## config.mk

```make
export PLATFORM = sky130hd
export DESIGN_NAME = time_adjust_ctrl
export DESIGN_NICKNAME = d
export VERILOG_FILES = /design/src/rtl/vga_clock_pkg.sv /design/src/rtl/btn_sync.sv /design/src/rtl/time_adjust_ctrl.sv
export SDC_FILE = /design/constraint.sdc
export NUM_CORES = 1
export LEC_CHECK = 0
export CAP_MARGIN = 5
export CORE_AREA = 2 2 61 63
export CTS_CLUSTER_SIZE = 28
export DETAILED_ROUTE_END_ITERATION = 12
export DIE_AREA = 0 0 63 65
export PLACE_DENSITY_LB_ADDON = 0.08
export SLEW_MARGIN = 10
export SYNTH_ARGS = -nofsm -noshare
export SYNTH_HDL_FRONTEND = slang
export SYNTH_HIERARCHICAL = 1
export SYNTH_SLANG_ARGS = --single-unit
export TNS_END_PERCENT = 30
```

## constraint.sdc

```tcl
create_clock -name clk -period 3.5 [get_ports clk]
set_clock_uncertainty 0.05 [all_clocks]
set_input_delay 0.7 -clock clk [delete_from_list [all_inputs] [get_ports clk]]
set_output_delay 0.7 -clock clk [all_outputs]
set_load 0.05 [all_outputs]
```

## src/rtl/vga_clock_pkg.sv

```systemverilog
// vga_clock_pkg: shared FSM state type and button index constants for the VGA clock
package vga_clock_pkg;
  typedef enum logic [2:0] {IDLE, DEBOUNCE, HOLD, REPEAT, RELEASE} state_t;
  localparam int BTN_HRS = 0;
  localparam int BTN_MIN = 1;
  localparam int BTN_SEC = 2;
endpackage

```

## src/rtl/btn_sync.sv

```systemverilog
// btn_sync: W-bit, STAGES-deep synchroniser chain with async active-low reset
module btn_sync #(
  parameter int STAGES = 2,
  parameter int W      = 3
) (
  input  logic         clk,
  input  logic         reset_n,
  input  logic [W-1:0] d,
  output logic [W-1:0] q
);
  logic [STAGES*W-1:0] sr;
  always_ff @(posedge clk or negedge reset_n)
    if (!reset_n) sr <= '0;
    else sr <= {sr[(STAGES-1)*W-1:0], d};
  assign q = sr[STAGES*W-1 -: W];
endmodule

```

## src/rtl/time_adjust_ctrl.sv

```systemverilog
// time_adjust_ctrl: debounced, auto-repeating, priority-serviced time-adjust buttons to one-cycle increment strobes
module time_adjust_ctrl
  import vga_clock_pkg::*;
#(
  parameter int SYNC_STAGES     = 2,
  parameter int DEBOUNCE_FRAMES = 3,
  parameter int REPEAT_DELAY    = 30,
  parameter int REPEAT_RATE     = 6,
  parameter int CNT_W           = 6
) (
  input  logic clk,
  input  logic reset_n,
  input  logic frame_tick,
  input  logic adj_hrs,
  input  logic adj_min,
  input  logic adj_sec,
  output logic inc_hrs,
  output logic inc_min,
  output logic inc_sec,
  output logic repeating
);
  state_t state, state_d;
  logic [CNT_W-1:0] cnt, cnt_d, cnt_inc, tgt;
  logic [2:0] btn, sel, sel_d, inc, inc_d;
  logic sel_btn, hit;
  btn_sync #(.STAGES(SYNC_STAGES), .W(3)) u_sync (
    .clk(clk),
    .reset_n(reset_n),
    .d({adj_sec, adj_min, adj_hrs}),
    .q(btn)
  );
  assign sel_btn = |(btn & sel);
  assign cnt_inc = cnt + 1'b1;
  assign tgt = (state == HOLD) ? CNT_W'(REPEAT_DELAY) :
               (state == REPEAT) ? CNT_W'(REPEAT_RATE) : CNT_W'(DEBOUNCE_FRAMES);
  assign hit = frame_tick && (cnt_inc >= tgt);
  always_comb begin
    state_d = state;
    cnt_d   = cnt;
    sel_d   = sel;
    inc_d   = '0;
    case (state)
      IDLE: if (|btn) begin
        sel_d   = btn[BTN_HRS] ? 3'(1 << BTN_HRS) : btn[BTN_MIN] ? 3'(1 << BTN_MIN) : 3'(1 << BTN_SEC);
        cnt_d   = '0;
        state_d = DEBOUNCE;
      end
      DEBOUNCE, HOLD, REPEAT: if (!sel_btn) begin
        cnt_d   = '0;
        state_d = (state == DEBOUNCE) ? IDLE : RELEASE;
      end else if (hit) begin
        cnt_d   = '0;
        inc_d   = sel;
        state_d = (state == DEBOUNCE) ? HOLD : REPEAT;
      end else if (frame_tick) cnt_d = cnt_inc;
      RELEASE: if (|btn) cnt_d = '0;
      else if (hit) begin
        cnt_d   = '0;
        state_d = IDLE;
      end else if (frame_tick) cnt_d = cnt_inc;
      default: begin
        cnt_d   = '0;
        state_d = IDLE;
      end
    endcase
  end
  always_ff @(posedge clk or negedge reset_n)
    if (!reset_n) begin
      state <= IDLE;
      cnt   <= '0;
      sel   <= '0;
      inc   <= '0;
    end else begin
      state <= state_d;
      cnt   <= cnt_d;
      sel   <= sel_d;
      inc   <= inc_d;
    end
  assign inc_hrs   = inc[BTN_HRS];
  assign inc_min   = inc[BTN_MIN];
  assign inc_sec   = inc[BTN_SEC];
  assign repeating = (state == REPEAT);
endmodule

```

Word-level counts from Yosys, hierarchy flattened

Cells that the tools add are included.
W data, S select, Z words.

Bits in registers: 21
Bits of input ports: 6
Output and inout port bits: 4
Word-level logic and storage cells: 44

Add/sub/neg operators: 1
$lt $le $gt $ge: 1
Eq/ne operators: 8
Muxes and demuxes: 21
Bitwise gates (word level): 1
Reduce and logical (&&, ||, !) cells: 7

Operator list:

| cell                  | number |
|---|---|
| $mux W3               | 12 |
| $mux W6               | 5 |
| $pmux W6 S3           | 1 |
| $pmux W3 S3           | 1 |
| $reduce_or A3 Y1      | 3 |
| $add A6 B1 Y6 const B | 1 |
| $eq A3 B2 Y1 const B  | 2 |
| $ge A6 B5 Y1          | 1 |
| $ne A2 B2 Y1 const B  | 3 |
| $mux W5               | 1 |
| $reduce_and A4 Y1     | 1 |
| $and A3 B3 Y3         | 1 |
| $eq A3 B1 Y1 const B  | 1 |
| $eq A3 B3 Y1 const B  | 1 |
| $logic_not A3 Y1      | 1 |
| $ne A3 B3 Y1 const B  | 1 |
| $reduce_and A2 Y1     | 1 |
| $logic_and A1 B1 Y1   | 1 |
| $mux W1               | 1 |

Longest topological paths before layout

Depth after elaboration: 8
Depth in mapped cells: 9
Depth with buffers taken out: 9

By module

The synthesis kept the hierarchy.

By module, submodules not included:

| module           | times used | cells an instance | area each (um^2) | sequential area each (um^2) |
|---|---|---|---|---|
| time_adjust_ctrl | 1          | 97                | 965.9            | 375.4 |
| btn_sync         | 1          | 9                 | 172.7            | 150.1 |

Worst setup path before layout

OpenSTA, ideal clock, no wires.

Kind: reg-to-reg
From: register state[2]
To: register cnt[0]
Setup time: 64 ps
Data arrival time: 2372 ps
Data required time: 3386 ps
Setup slack: 1014 ps
Stages on the path, launching flop included: 10
Buffers on the path: 1
Clock period less this slack: 2486 ps
Cells stage by stage: dfrtp_1 -> clkbuf_1 -> nor2_1 -> inv_1 -> or2_1 -> ha_1 -> a311o_1 -> a2111oi_4 -> and3_1 -> mux2_2

Cells in the longest elaborated chain, start to end: 8
Elaborated cells on any way between the ends: 15
Those cells by class: order compare: 1; eq/ne: 5; mux: 6; reduce/logical: 3

Ends and longest elaborated chain:

| what                       | line                                           | text |
|---|---|---|
| from (decl)                | time_adjust_ctrl.sv:22                         | `state_t state, state_d;` |
| from (signal assigned)     | time_adjust_ctrl.sv:74                         | `state <= state_d;` |
| $eq A3 B2 Y1               | time_adjust_ctrl.sv:35, time_adjust_ctrl.sv:42 |  |
| $mux W3                    | time_adjust_ctrl.sv:35                         | `(state == REPEAT) ? CNT_W'(REPEAT_RATE) : CNT_W'(DEBOUNCE_FRAMES);` |
| $mux W5                    | time_adjust_ctrl.sv:34                         | `assign tgt = (state == HOLD) ? CNT_W'(REPEAT_DELAY) :` |
| $ge A6 B5 Y1               | time_adjust_ctrl.sv:36                         | `assign hit = frame_tick && (cnt_inc >= tgt);` |
| $logic_and A1 B1 Y1        | time_adjust_ctrl.sv:36                         |  |
| $mux W6                    | time_adjust_ctrl.sv:51                         | `end else if (hit) begin` |
| $mux W6 (on tied branches) | time_adjust_ctrl.sv:56, time_adjust_ctrl.sv:48 |  |
| $pmux W6 S3                | time_adjust_ctrl.sv:42                         | `case (state)` |
| to (signal assigned)       | time_adjust_ctrl.sv:75                         | `cnt <= cnt_d;` |
| to (decl)                  | time_adjust_ctrl.sv:23                         | `logic [CNT_W-1:0] cnt, cnt_d, cnt_inc, tgt;` |

Parallel ways exist; a longest one is shown, timed or not.
A chain may end at the register's enable or synchronous reset.

Worst setup path in the final report

From: register state[2]
To: output port repeating

Cells in the longest elaborated chain, start to end: 1

Ends and longest elaborated chain:

| what         | line                   | text |
|---|---|---|
| $eq A3 B2 Y1 | time_adjust_ctrl.sv:82 | `assign repeating = (state == REPEAT);` |
| to (decl)    | time_adjust_ctrl.sv:20 | `output logic repeating` |

Every way passes these cells.

==> impl_metrics.toml <==
[run_status]
status = "completed"

[placement]
place_ws_ns = 0.7936
io_buffers = 9
gp_congestion = 0.8324
dp_hpwl_mm = 1.652

[sta]
fmax_ghz = 0.3616
period_share = 0.7901
tns_ns = 0
setup_viol = 0
tightestPinTransition_ns = 0.9176
hold_viol_final = 0
slew_violations = 0
slew_headroom = 0.3864
worst_slack_ns = 0.7347
rsz0062_at_grt = "no"
period_needed_ns = 2.765

[pwr]
total_power_uw = 728.6
p_leak_uw = 0.0005539
pwr-share-seq = 0.447
p_int_uw = 447.1
ir_drop_v = 0.0002170
swShare = 0.3864
combinationalPowerShare = 0.377
p_clk_frac = 0.176
p_sw_uw = 281.5
powerDensity_nw_per_um2 = 567.0

[worst_setup_path]
cp_data_arrival_time_ns = 2.02
path_class = "reg -> out"
cp.required_ns = 2.75
endpoint_kind = "output pin"
timing.rr.start = "state[2]$_DFFE_PN0P_"
crit_path_start_kind = "flop"
reg2reg_slack_ns = 0.77
crit_fanout = 9
startpoint = "state[2]$_DFFE_PN0P_"

[logic_synthesis]
yosysSeqAreaShare = 0.4615
ys.warnings.count = 6
synth_nets = 117
async_flop_share = 1.000
synth_cells = 106
ys_ff_latch = 21
synth_edf_count = 0
synth_area_um2 = 1139
syn_avg_cell_area_um2 = 10.74
ys_types = 42
synth_flop_cell = "dfrtp_1"

[final_layout]
fillerInstances = 360
layout-drive-gt1-share = 0.1053
fin_nets = 126
syn_to_final_growth_pct = 12.86
insertedDiodeCount = 0

[global_routing]
met2_usage = 0.2035
grt_pass1_vias = 828
overflow = 0
antenna_found_initial = 0
grt_pass1_wl_mm = 3.933
use_met1 = 0.1612
grt_usage = 0.1240
grt_util_met3 = 0.03299
grt_max_degree = 22
grt.busiest_layer = "met2"

[clocking]
post_cts_resized = 0
cts_hold_buffers = 0
path_clk_slew_ns = 0.13
clk_path_buf_depth = 2
cts.sinks = 21
cts_root_buf = "clkbuf_4"
clk_latency_ns = 0.32
postCtsSetupRepairBufs = 0
cts_tree = "built"
htreeDepth = 1
cts_buffers = 3

[run]
maxCapViolCount = 0

[detailed_routing]
drc_errors = 0
dr_total_vias = 814
drt-total-wl_mm = 2.215
via_per_inst = 5.025
ant_nets = 0
drt_iter0_markers = 78
wl_per_cell_um = 13.67
first_pass_iters = 4

[floorplan]
initial_core_util = 0.3257
rows = 22
die_w_um = 63
die_h_um = 65
core_area_um2 = 3496
ios = 10
dieArea_um2 = 4095

[min_path]
hp-start = "u_sync/sr[0]$_DFF_PN0_"
hp-class = "reg -> reg"
-- worst paths after layout --
path,endpoint,depth (start not counted)
setup / recovery,repeating,3
hold / removal,u_sync/sr[3]$_DFF_PN0_,0
setup reg to reg,cnt[0]$_DFFE_PN0P_,8
hold reg to reg,u_sync/sr[3]$_DFF_PN0_,0
max in group asynchronous,u_sync/sr[4]$_DFF_PN0_,1
min in group asynchronous,state[2]$_DFFE_PN0P_,1
-- routing by layer --
layer	up-vias	routed length, µm
li1	405	-
met1	395	1124
met2	10	998
met3	4	66
met4	0	25
met5	-	0
-- area by class of cell --
class | count | area, µm² | share of cell area
well taps | 48 | 60.06 | 0.04674
flip-flops and latches | 21 | 525.5 | 0.4090
multi-input cells | 75 | 560.5 | 0.4362
clock buffers | 3 | 22.52 | 0.01753
repair buffers | 9 | 90.09 | 0.07011
clock inverters | 1 | 7.507 | 0.005842
inverters | 5 | 18.77 | 0.01461
-- sequential cells by signal, summed over array words and instances, names as in the netlist --
signal / cells
state: 3
u_sync/sr: 6
inc: 3
sel: 3
cnt: 6
-- placed cells by master (no fill, tap or decap), drive strengths merged, types with 2 or more instances in the layout --
cell type	count
a21o	2
a21oi	2
a22o	2
a311o	2
a32o	2
and2	7
and3	3
clkbuf	3
clkdlybuf4s50	9
dfrtp	21
ha	5
inv	5
nand2	5
nand3	4
nor2	3
nor3	6
nor3b	2
o211ai	2
o21a	3
o21ai	2
or3	3
xnor2	2
-- synth_stat cells, types with 2 or more instances --
| cell type | n | area share |
|---|---|---|
| buf_4 | 4 | 0.026 |
| and3_1 | 3 | 0.016 |
| nor3_2 | 2 | 0.018 |
| dfrtp_1 | 21 | 0.46 |
| o21ai_0 | 2 | 0.0088 |
| o21a_1 | 3 | 0.020 |
| nand3_1 | 4 | 0.018 |
| a22o_1 | 2 | 0.015 |
| a21oi_1 | 2 | 0.0088 |
| a21o_1 | 2 | 0.013 |
| a311o_1 | 2 | 0.018 |
| xnor2_1 | 2 | 0.015 |
| and2_1 | 7 | 0.038 |
| a32o_2 | 2 | 0.020 |
| o211ai_1 | 2 | 0.013 |
| inv_1 | 5 | 0.016 |
| nor2_1 | 3 | 0.0099 |
| ha_1 | 5 | 0.055 |
| or3_1 | 3 | 0.016 |
| nor3_1 | 4 | 0.018 |
| nand2_1 | 5 | 0.016 |
-- power groups by stage --
stage | Sequential, µW | Clock (µW) | Combinational (µW)
after global placement | 330 | 0 | 278
after global routing | 334 | 148 | 308
after detailed placement | 331 | 0 | 276
final | 326 | 128 | 274
after CTS | 326 | 134 | 278
after floorplan | 316 | 0 | 218
-- cells by family (layout without fill, tap and decap cells) --
logic type	after synthesis	after routing	share of synthesized area
buffers and inverters	10	18	0.04615
XOR/XNOR	3	3	0.02308
AND/OR/NAND/NOR	41	41	0.2165
flip-flops	21	21	0.4615
AO/OA/AOI/OAI	25	25	0.1879
multiplexers	1	1	0.009889
adder cells (fa/ha/maj)	5	5	0.05495
-- worst max-delay path, stage by stage, from the launching register on --
cell and delay, ns:
dfrtp_1 0.50, nor2_1 0.24, and2_1 0.16, clkdlybuf4s50_1 0.79
-- metrics by stage --
| stage | cell area, µm² | util | hold slack, ns | cells |
|---|---|---|---|---|
| 6_report | 1285 | 0.3676 | 0.3165 | 162 |
| 5_1_grt | 1285 | 0.3676 | 0.3387 | 162 |
| 4_1_cts | 1285 | 0.3676 | 0.3230 | 162 |
| 3_5_place_dp | 1255 | 0.3590 | 0.2918 | 158 |
| 3_3_place_gp | 1255 | 0.3590 | 0.2823 | 158 |
| 2_1_floorplan | 1139 | - | 0.2812 | 106 |
No activity file was read; power rests on OpenSTA's default activity.
